[src/rtl/instr_prefetch_queue_if.sv]
// Bus between the instruction prefetch queue, the instruction RAM port and the IF/ID stage.
// The slave modport is the queue itself; the master modport is the surrounding pipeline.
interface instr_prefetch_queue_if #(
    parameter int DATA_W = 32,
    parameter int ADDR_W = 32,
    parameter int DEPTH  = 4
);
    localparam int CNT_W = $clog2(DEPTH + 1);

    logic [ADDR_W-1:0] fetch_addr;
    logic [DATA_W-1:0] fetch_data;
    logic              flush;
    logic [ADDR_W-1:0] flush_target;
    logic              IF_ID_Load;
    logic              out_valid;
    logic [DATA_W-1:0] out_instr;
    logic [ADDR_W-1:0] out_pc4;
    logic [CNT_W-1:0]  count;
    logic              full;
    logic              empty;

    modport master (
        input  fetch_addr, out_valid, out_instr, out_pc4, count, full, empty,
        output fetch_data, flush, flush_target, IF_ID_Load
    );

    modport slave (
        input  fetch_data, flush, flush_target, IF_ID_Load,
        output fetch_addr, out_valid, out_instr, out_pc4, count, full, empty
    );
endinterface

[src/rtl/instr_prefetch_queue.sv]
// Instruction prefetch buffer: owns the fetch PC, fills a circular queue from a
// combinational instruction RAM and presents the oldest word plus its PC+4 to IF/ID.
module instr_prefetch_queue #(
    parameter int                DATA_W    = 32,
    parameter int                ADDR_W    = 32,
    parameter int                DEPTH     = 4,
    parameter int                PC_STEP   = 4,
    parameter logic [DATA_W-1:0] NOP_INSTR = '0
) (
    input logic                   clk,
    input logic                   Reset,
    instr_prefetch_queue_if.slave bus
);
    localparam int PTR_W = $clog2(DEPTH);
    localparam int CNT_W = $clog2(DEPTH + 1);

    logic [ADDR_W-1:0] fetch_pc;
    logic [PTR_W-1:0]  wr_ptr;
    logic [PTR_W-1:0]  rd_ptr;
    logic [CNT_W-1:0]  count_q;

    logic [DATA_W-1:0] mem_instr [DEPTH];
    logic [ADDR_W-1:0] mem_pc4   [DEPTH];

    logic              full_q;
    logic              empty_q;
    logic              pop;
    logic              push;
    logic [ADDR_W-1:0] next_pc;

    assign full_q  = (count_q == CNT_W'(DEPTH));
    assign empty_q = (count_q == '0);
    assign next_pc = fetch_pc + ADDR_W'(PC_STEP);

    // Flush wins over both sides; a full queue may still push when it pops in the same cycle.
    assign pop  = !empty_q && bus.IF_ID_Load && !bus.flush;
    assign push = !bus.flush && (!full_q || pop);

    // NOTE: sequential state uses non-blocking assignments so every register samples pre-edge values.
    always_ff @(posedge clk or posedge Reset) begin
        if (Reset) begin
            fetch_pc <= '0;
            wr_ptr   <= '0;
            rd_ptr   <= '0;
            count_q  <= '0;
        end else if (bus.flush) begin
            fetch_pc <= bus.flush_target;
            wr_ptr   <= '0;
            rd_ptr   <= '0;
            count_q  <= '0;
        end else begin
            if (push) begin
                fetch_pc <= next_pc;
                wr_ptr   <= wr_ptr + PTR_W'(1);
            end
            if (pop) begin
                rd_ptr <= rd_ptr + PTR_W'(1);
            end
            case ({push, pop})
                2'b10:   count_q <= count_q + CNT_W'(1);
                2'b01:   count_q <= count_q - CNT_W'(1);
                default: count_q <= count_q;
            endcase
        end
    end

    // NOTE: entry storage has no reset; validity is tracked by count_q, so stale data is never shown.
    always_ff @(posedge clk) begin
        if (push) begin
            mem_instr[wr_ptr] <= bus.fetch_data;
            mem_pc4[wr_ptr]   <= next_pc;
        end
    end

    // Outputs come only from registered state: no input-to-output combinational path.
    assign bus.fetch_addr = fetch_pc;
    assign bus.count      = count_q;
    assign bus.full       = full_q;
    assign bus.empty      = empty_q;
    assign bus.out_valid  = !empty_q;
    assign bus.out_instr  = empty_q ? NOP_INSTR : mem_instr[rd_ptr];
    assign bus.out_pc4    = empty_q ? '0 : mem_pc4[rd_ptr];
endmodule

[src/flat_wrapper.sv]
// flat-port wrapper written by rule: the top's interface ports become plain ports
module instr_prefetch_queue_flat 
#(
    parameter int                DATA_W    = 32,
    parameter int                ADDR_W    = 32,
    parameter int                DEPTH     = 4,
    parameter int                PC_STEP   = 4,
    parameter logic [DATA_W-1:0] NOP_INSTR = '0
)
  (clk, Reset, bus_fetch_data, bus_flush, bus_flush_target, bus_IF_ID_Load, bus_fetch_addr, bus_out_valid, bus_out_instr, bus_out_pc4, bus_count, bus_full, bus_empty);
  instr_prefetch_queue_if #(.DATA_W(DATA_W), .ADDR_W(ADDR_W), .DEPTH(DEPTH)) bus_i ();
  input logic clk;
  input logic Reset;
  input wire logic [$bits(bus_i.fetch_data)-1:0] bus_fetch_data;
  input wire logic [$bits(bus_i.flush)-1:0] bus_flush;
  input wire logic [$bits(bus_i.flush_target)-1:0] bus_flush_target;
  input wire logic [$bits(bus_i.IF_ID_Load)-1:0] bus_IF_ID_Load;
  output wire logic [$bits(bus_i.fetch_addr)-1:0] bus_fetch_addr;
  output wire logic [$bits(bus_i.out_valid)-1:0] bus_out_valid;
  output wire logic [$bits(bus_i.out_instr)-1:0] bus_out_instr;
  output wire logic [$bits(bus_i.out_pc4)-1:0] bus_out_pc4;
  output wire logic [$bits(bus_i.count)-1:0] bus_count;
  output wire logic [$bits(bus_i.full)-1:0] bus_full;
  output wire logic [$bits(bus_i.empty)-1:0] bus_empty;
  assign bus_i.fetch_data = bus_fetch_data;
  assign bus_i.flush = bus_flush;
  assign bus_i.flush_target = bus_flush_target;
  assign bus_i.IF_ID_Load = bus_IF_ID_Load;
  assign bus_fetch_addr = bus_i.fetch_addr;
  assign bus_out_valid = bus_i.out_valid;
  assign bus_out_instr = bus_i.out_instr;
  assign bus_out_pc4 = bus_i.out_pc4;
  assign bus_count = bus_i.count;
  assign bus_full = bus_i.full;
  assign bus_empty = bus_i.empty;
  instr_prefetch_queue #(.DATA_W(DATA_W), .ADDR_W(ADDR_W), .DEPTH(DEPTH), .PC_STEP(PC_STEP), .NOP_INSTR(NOP_INSTR)) u_core (.clk(clk), .Reset(Reset), .bus(bus_i));
endmodule
[config.mk]
export PLATFORM = sky130hd
export DESIGN_NAME = instr_prefetch_queue_flat
export DESIGN_NICKNAME = d
export VERILOG_FILES = /design/src/rtl/instr_prefetch_queue_if.sv /design/src/rtl/instr_prefetch_queue.sv /design/src/flat_wrapper.sv
export SDC_FILE = /design/constraint.sdc
export NUM_CORES = 1
export LEC_CHECK = 0
export BUFFER_PORTS_ARGS = -buffer_cell sky130_fd_sc_hd__buf_2
export CAP_MARGIN = 30
export CORE_ASPECT_RATIO = 1.4
export CORE_MARGIN = 2
export CORE_UTILIZATION = 45
export CTS_CLUSTER_SIZE = 20
export DETAILED_ROUTE_END_ITERATION = 6
export GPL_TIMING_DRIVEN = 0
export PLACE_DENSITY = 0.62
export SETUP_SLACK_MARGIN = 0.2
export SYNTH_ARGS = -nofsm -noshare
export SYNTH_HDL_FRONTEND = slang
export SYNTH_SLANG_ARGS = --single-unit
[constraint.sdc]
create_clock -name clk -period 4.2 [get_ports clk]
set_input_delay 0.42 -clock clk [delete_from_list [all_inputs] [get_ports clk]]
set_output_delay 0.42 -clock clk [all_outputs]
set_load 0.02 [all_outputs]
==> out/qor.tcl <==
set qor(worstMarginPinSlew_ns) 0.868
set qor(grt-ovfl-total) 0
set qor(synth.top_cell.area_share_pct) 61.9
set qor(wl_per_cell_um) 20.2
set qor(async_reset_ff_share_pct) 13.2
set qor(synthDominantAreaCellType) {sky130_fd_sc_hd__edfxtp_1}
set qor(comb_power_share_pct) 30.5
set qor(postPlaceCellArea_um2) 13900
set qor(initial_utilization_pct) 45.4
set qor(synth_adder_area_share_pct) 0.705
set qor(syn-num-nets) 820
set qor(drc) 0
set qor(share_of_the_yosys_chip_area_belonging_to_registers_pct) 69.7
set qor(timing.critical_path.max_delay_family) {buffers and inverters}
set qor(drt-pass1-iter-count) 5
set qor(final-setup-viol-count) 0
set qor(routed-via-count) 7283
set qor(synth.most_common_cell) {sky130_fd_sc_hd__edfxtp_1}
set qor(sequentialPowerShare_pct) 40.5
set qor(detail_route.iter0.violations) 366
set qor(cts_inserted_buffers) 28
set qor(power_mw) 8.85
set qor(clockRootBuffer) {sky130_fd_sc_hd__clkbuf_16}
set qor(synth.top_cells.by_area) {sky130_fd_sc_hd__edfxtp_1 62%, sky130_fd_sc_hd__mux4_2 12%, sky130_fd_sc_hd__dfrtp_1 7.9%}
set qor(finish.utilization_pct) 54.3
set qor(grt_max_degree) 45
set qor(critical_path.most_common_cell) {sky130_fd_sc_hd__clkbuf_1}
set qor(power_per_cell_area_nw_per_um2) 595
set qor(area_of_the_mapped_netlist_um2) 12400
set qor(power.switching_fraction_pct) 31.4
set qor(grt.total_usage_pct) 18.9
set qor(synth.avg_cell_area_um2) 16.7
set qor(ys.flop_type) {sky130_fd_sc_hd__edfxtp_1}
set qor(cts.sink_count) 295
set qor(min-delay-path-class) {in2reg}
set qor(design.core.area_um2) 27400
set qor(netlist-cell-type-count) 42
set qor(core.rowCount) 72
set qor(timing.final.crit_period_ns) 3.34
set qor(final_layout_size_suffix_gt1_share_pct) 32.2
set qor(crit_buf_inv) 4
set qor(synthesis.yosys.warnings) 0
set qor(fp.dieArea_um2) 29000
set qor(clock-skew-final_ns) 0.0226
set qor(synth_simple_gate_area_share_pct) 10.1
set qor(hold_start) {bus_flush_target[8]}
set qor(n_antenna_cell) 0
set qor(htree_num_levels) 1
set qor(power_frac_clock_pct) 29.0
set qor(final.period_utilization_pct) 79.4
set qor(internal_power_mw) 6.07
set qor(critical_path_peak_fanout) 10
set qor(synth_compound_area_share_pct) 2.48
set qor(detail-route-antenna-nets) 0
set qor(power.leakage_nw) 5.28
set qor(crit_start) {u_core.bus.count[0]}
set qor(maxClockFrequency_mhz) 300
set qor(grt_pass1_vias) 7446
set qor(regToRegStartpoint) {u_core.bus.count[0]}
set qor(clock_insertion_delay_at_the_later_pin_of_the_skew_report_ns) 0.54
set qor(worst_slack_ns) 0.865
set qor(outcome) {finished clean}
set qor(post_layout_instance_area_um2) 14900
set qor(main_combinational_cell_family_by_area_after_synthesis) {multiplexers}
set qor(rsz0062_at_grt) {no}
set qor(dpl_worst_slack_ns) 1.37
set qor(critical-path-slowest-cell) {sky130_fd_sc_hd__clkbuf_1}
set qor(crit_chain) {inv_1 > ha_1 > nand2b_1 > clkbuf_1 > clkbuf_1 > and2_1 > buf_2}
set qor(power_switching_mw) 2.78
set qor(synth.mux.area_fraction_pct) 11.9
set qor(cts_tree) {built}
set qor(postRouteWirelength_um) 27200
set qor(worst_setup_hold_path_clk_slew_ns) 0.06
set qor(grt_antenna_before_repair) 0
set qor(dp_hpwl_um) 17900
set qor(fin_tns_setup_ns) 0
set qor(max-clock-path-buffers) 3
set qor(max_cap_viol_count) 0
set qor(ys_top_cells_by_count) {256 x sky130_fd_sc_hd__edfxtp_1, 66 x sky130_fd_sc_hd__and2_1, 64 x sky130_fd_sc_hd__mux4_2, 39 x sky130_fd_sc_hd__dfrtp_1, 33 x sky130_fd_sc_hd__nor2_1}
set qor(die_y_um) 201
set qor(required_time_worst_endpoint_ns) 3.78
set qor(max_stage_delay_ns) 0.50
set qor(number_of_synthesized_flops_with_an_enable_pin) 256
set qor(gp_congestion) 0.863
set qor(hold_violations) 0
set qor(postCtsResizedCells) 0
set qor(worst_setup_path_start_kind) {flop}
set qor(finalNetCount) 1026
set qor(die_width_um) 144
set qor(synth-xor-area-share_pct) 3.03
set qor(top_level_ports) 170
set qor(worst_slew_margin_rel_pct) 42.1
set qor(worst_setup_path_end_kind) {output pin}
set qor(layout-area-overhead-vs-synth_pct) 19.6
set qor(syn_inst) 745
set qor(worstPathArrival_ns) 2.92
set qor(fillCellCount) 2321
set qor(peakVddDrop_mv) 0.317
set qor(vias_per_cell) 5.42
set qor(port_buffers) 169
set qor(final_max_slew_viol_count) 0
set qor(setup.worst_path.class) {reg2out}
set qor(grt_pass1_wl_um) 42100
set qor(ys_ff_latch) 295
[power groups by stage]
stage | sequential, mW | combinational, mW | clock (mW)
6_report | 3.58 | 2.70 | 2.57
3_3_place_gp | 3.66 | 2.71 | 0
3_5_place_dp | 3.64 | 2.77 | 0
5_1_grt | 3.60 | 2.94 | 2.75
4_1_cts | 3.58 | 2.77 | 2.63
2_1_floorplan | 3.67 | 1.76 | 0
[path summary, 6_finish.rpt]
kind	end	slack (ns)	depth (start not counted)
max	bus_out_instr[14]	0.86	7
min	u_core.bus.fetch_addr[8]	0.09	3
max reg2reg	u_core.mem_instr[2][17]	1.39	6
min reg2reg	u_core.wr_ptr[1]	0.57	2
max in group asynchronous	u_core.bus.fetch_addr[20]	3.45	4
min in group asynchronous	u_core.bus.fetch_addr[1]	0.31	3
[layout by cell type (no fill, tap or decap), types with 5 or more instances in the layout]
cell                        count
sky130_fd_sc_hd__o21ai_0       15
sky130_fd_sc_hd__mux4_2        64
sky130_fd_sc_hd__a21oi_1        5
sky130_fd_sc_hd__or4_1         15
sky130_fd_sc_hd__buf_2        183
sky130_fd_sc_hd__xnor2_1       18
sky130_fd_sc_hd__nor3_1        16
sky130_fd_sc_hd__nand2_1       31
sky130_fd_sc_hd__inv_1          7
sky130_fd_sc_hd__ha_1           7
sky130_fd_sc_hd__o31ai_1       13
sky130_fd_sc_hd__and2_1        66
sky130_fd_sc_hd__edfxtp_1     256
sky130_fd_sc_hd__nand3_1       15
sky130_fd_sc_hd__xor2_1        25
sky130_fd_sc_hd__nor2_1        33
sky130_fd_sc_hd__dfrtp_1       39
sky130_fd_sc_hd__nor4_1         6
sky130_fd_sc_hd__a31oi_1       15
sky130_fd_sc_hd__clkbuf_16     29
sky130_fd_sc_hd__clkinv_2      10
sky130_fd_sc_hd__nand4_1       12
sky130_fd_sc_hd__and3_1         5
sky130_fd_sc_hd__buf_1          6
sky130_fd_sc_hd__clkbuf_1      32
[metal layers]
layer / track usage, % / share of wire (%)
met1: 24.8 / 41
met2: 33.3 / 51
met3: 2.91 / 5.3
met4: 4.20 / 2.0
met5: 0 / 0
[cell families after synthesis]
group | after synthesis
and+or+nand+nor | 222
buffers and inverters | 60
muxes | 68
adders and majority gates | 7
xor gates and xnor gates | 43
DFF | 295
AOI/OAI and AO/OA | 50
[worst register-to-register path, delay by kind of cell (launching register included)]
family	cells	cell delay (ns)
fa+ha+maj	1	0.33
buf+inv	3	0.86
simple gates	2	0.83
flops	1	0.42
[flip-flops by register name, summed over array words and instances, names as in the netlist]
register and cells:
u_core.mem_pc4 128, u_core.mem_instr 128, u_core.rd_ptr 2, u_core.bus.count 3
u_core.wr_ptr 2, u_core.bus.fetch_addr 32
[what timing repair did]
action	4_1_cts	5_1_grt
hold endpoints to repair	39	0
hold buffers	1	0
buffers inserted	0	0
[through the flow]
stage | std cells | hold WS [ns]
after floorplan | 745 | 0.494
after global placement | 1284 | 0.545
after detailed placement | 1290 | 0.307
after CTS | 1343 | 0.0715
after global routing | 1343 | 0.0802
final | 1343 | 0.0905
[final cells by class]
cell class	count	area [µm²]	share of cell area, %
clock inverters	18	195	1.31
inverters	9	33.8	0.227
flip-flops and latches	295	8660	58.3
clock buffers	34	754	5.08
well taps	370	463	3.11
repair buffers	176	1000	6.74
multi-input cells	390	3530	23.7
plain buffers	51	224	1.51
No activity file was read; power rests on OpenSTA's default activity.
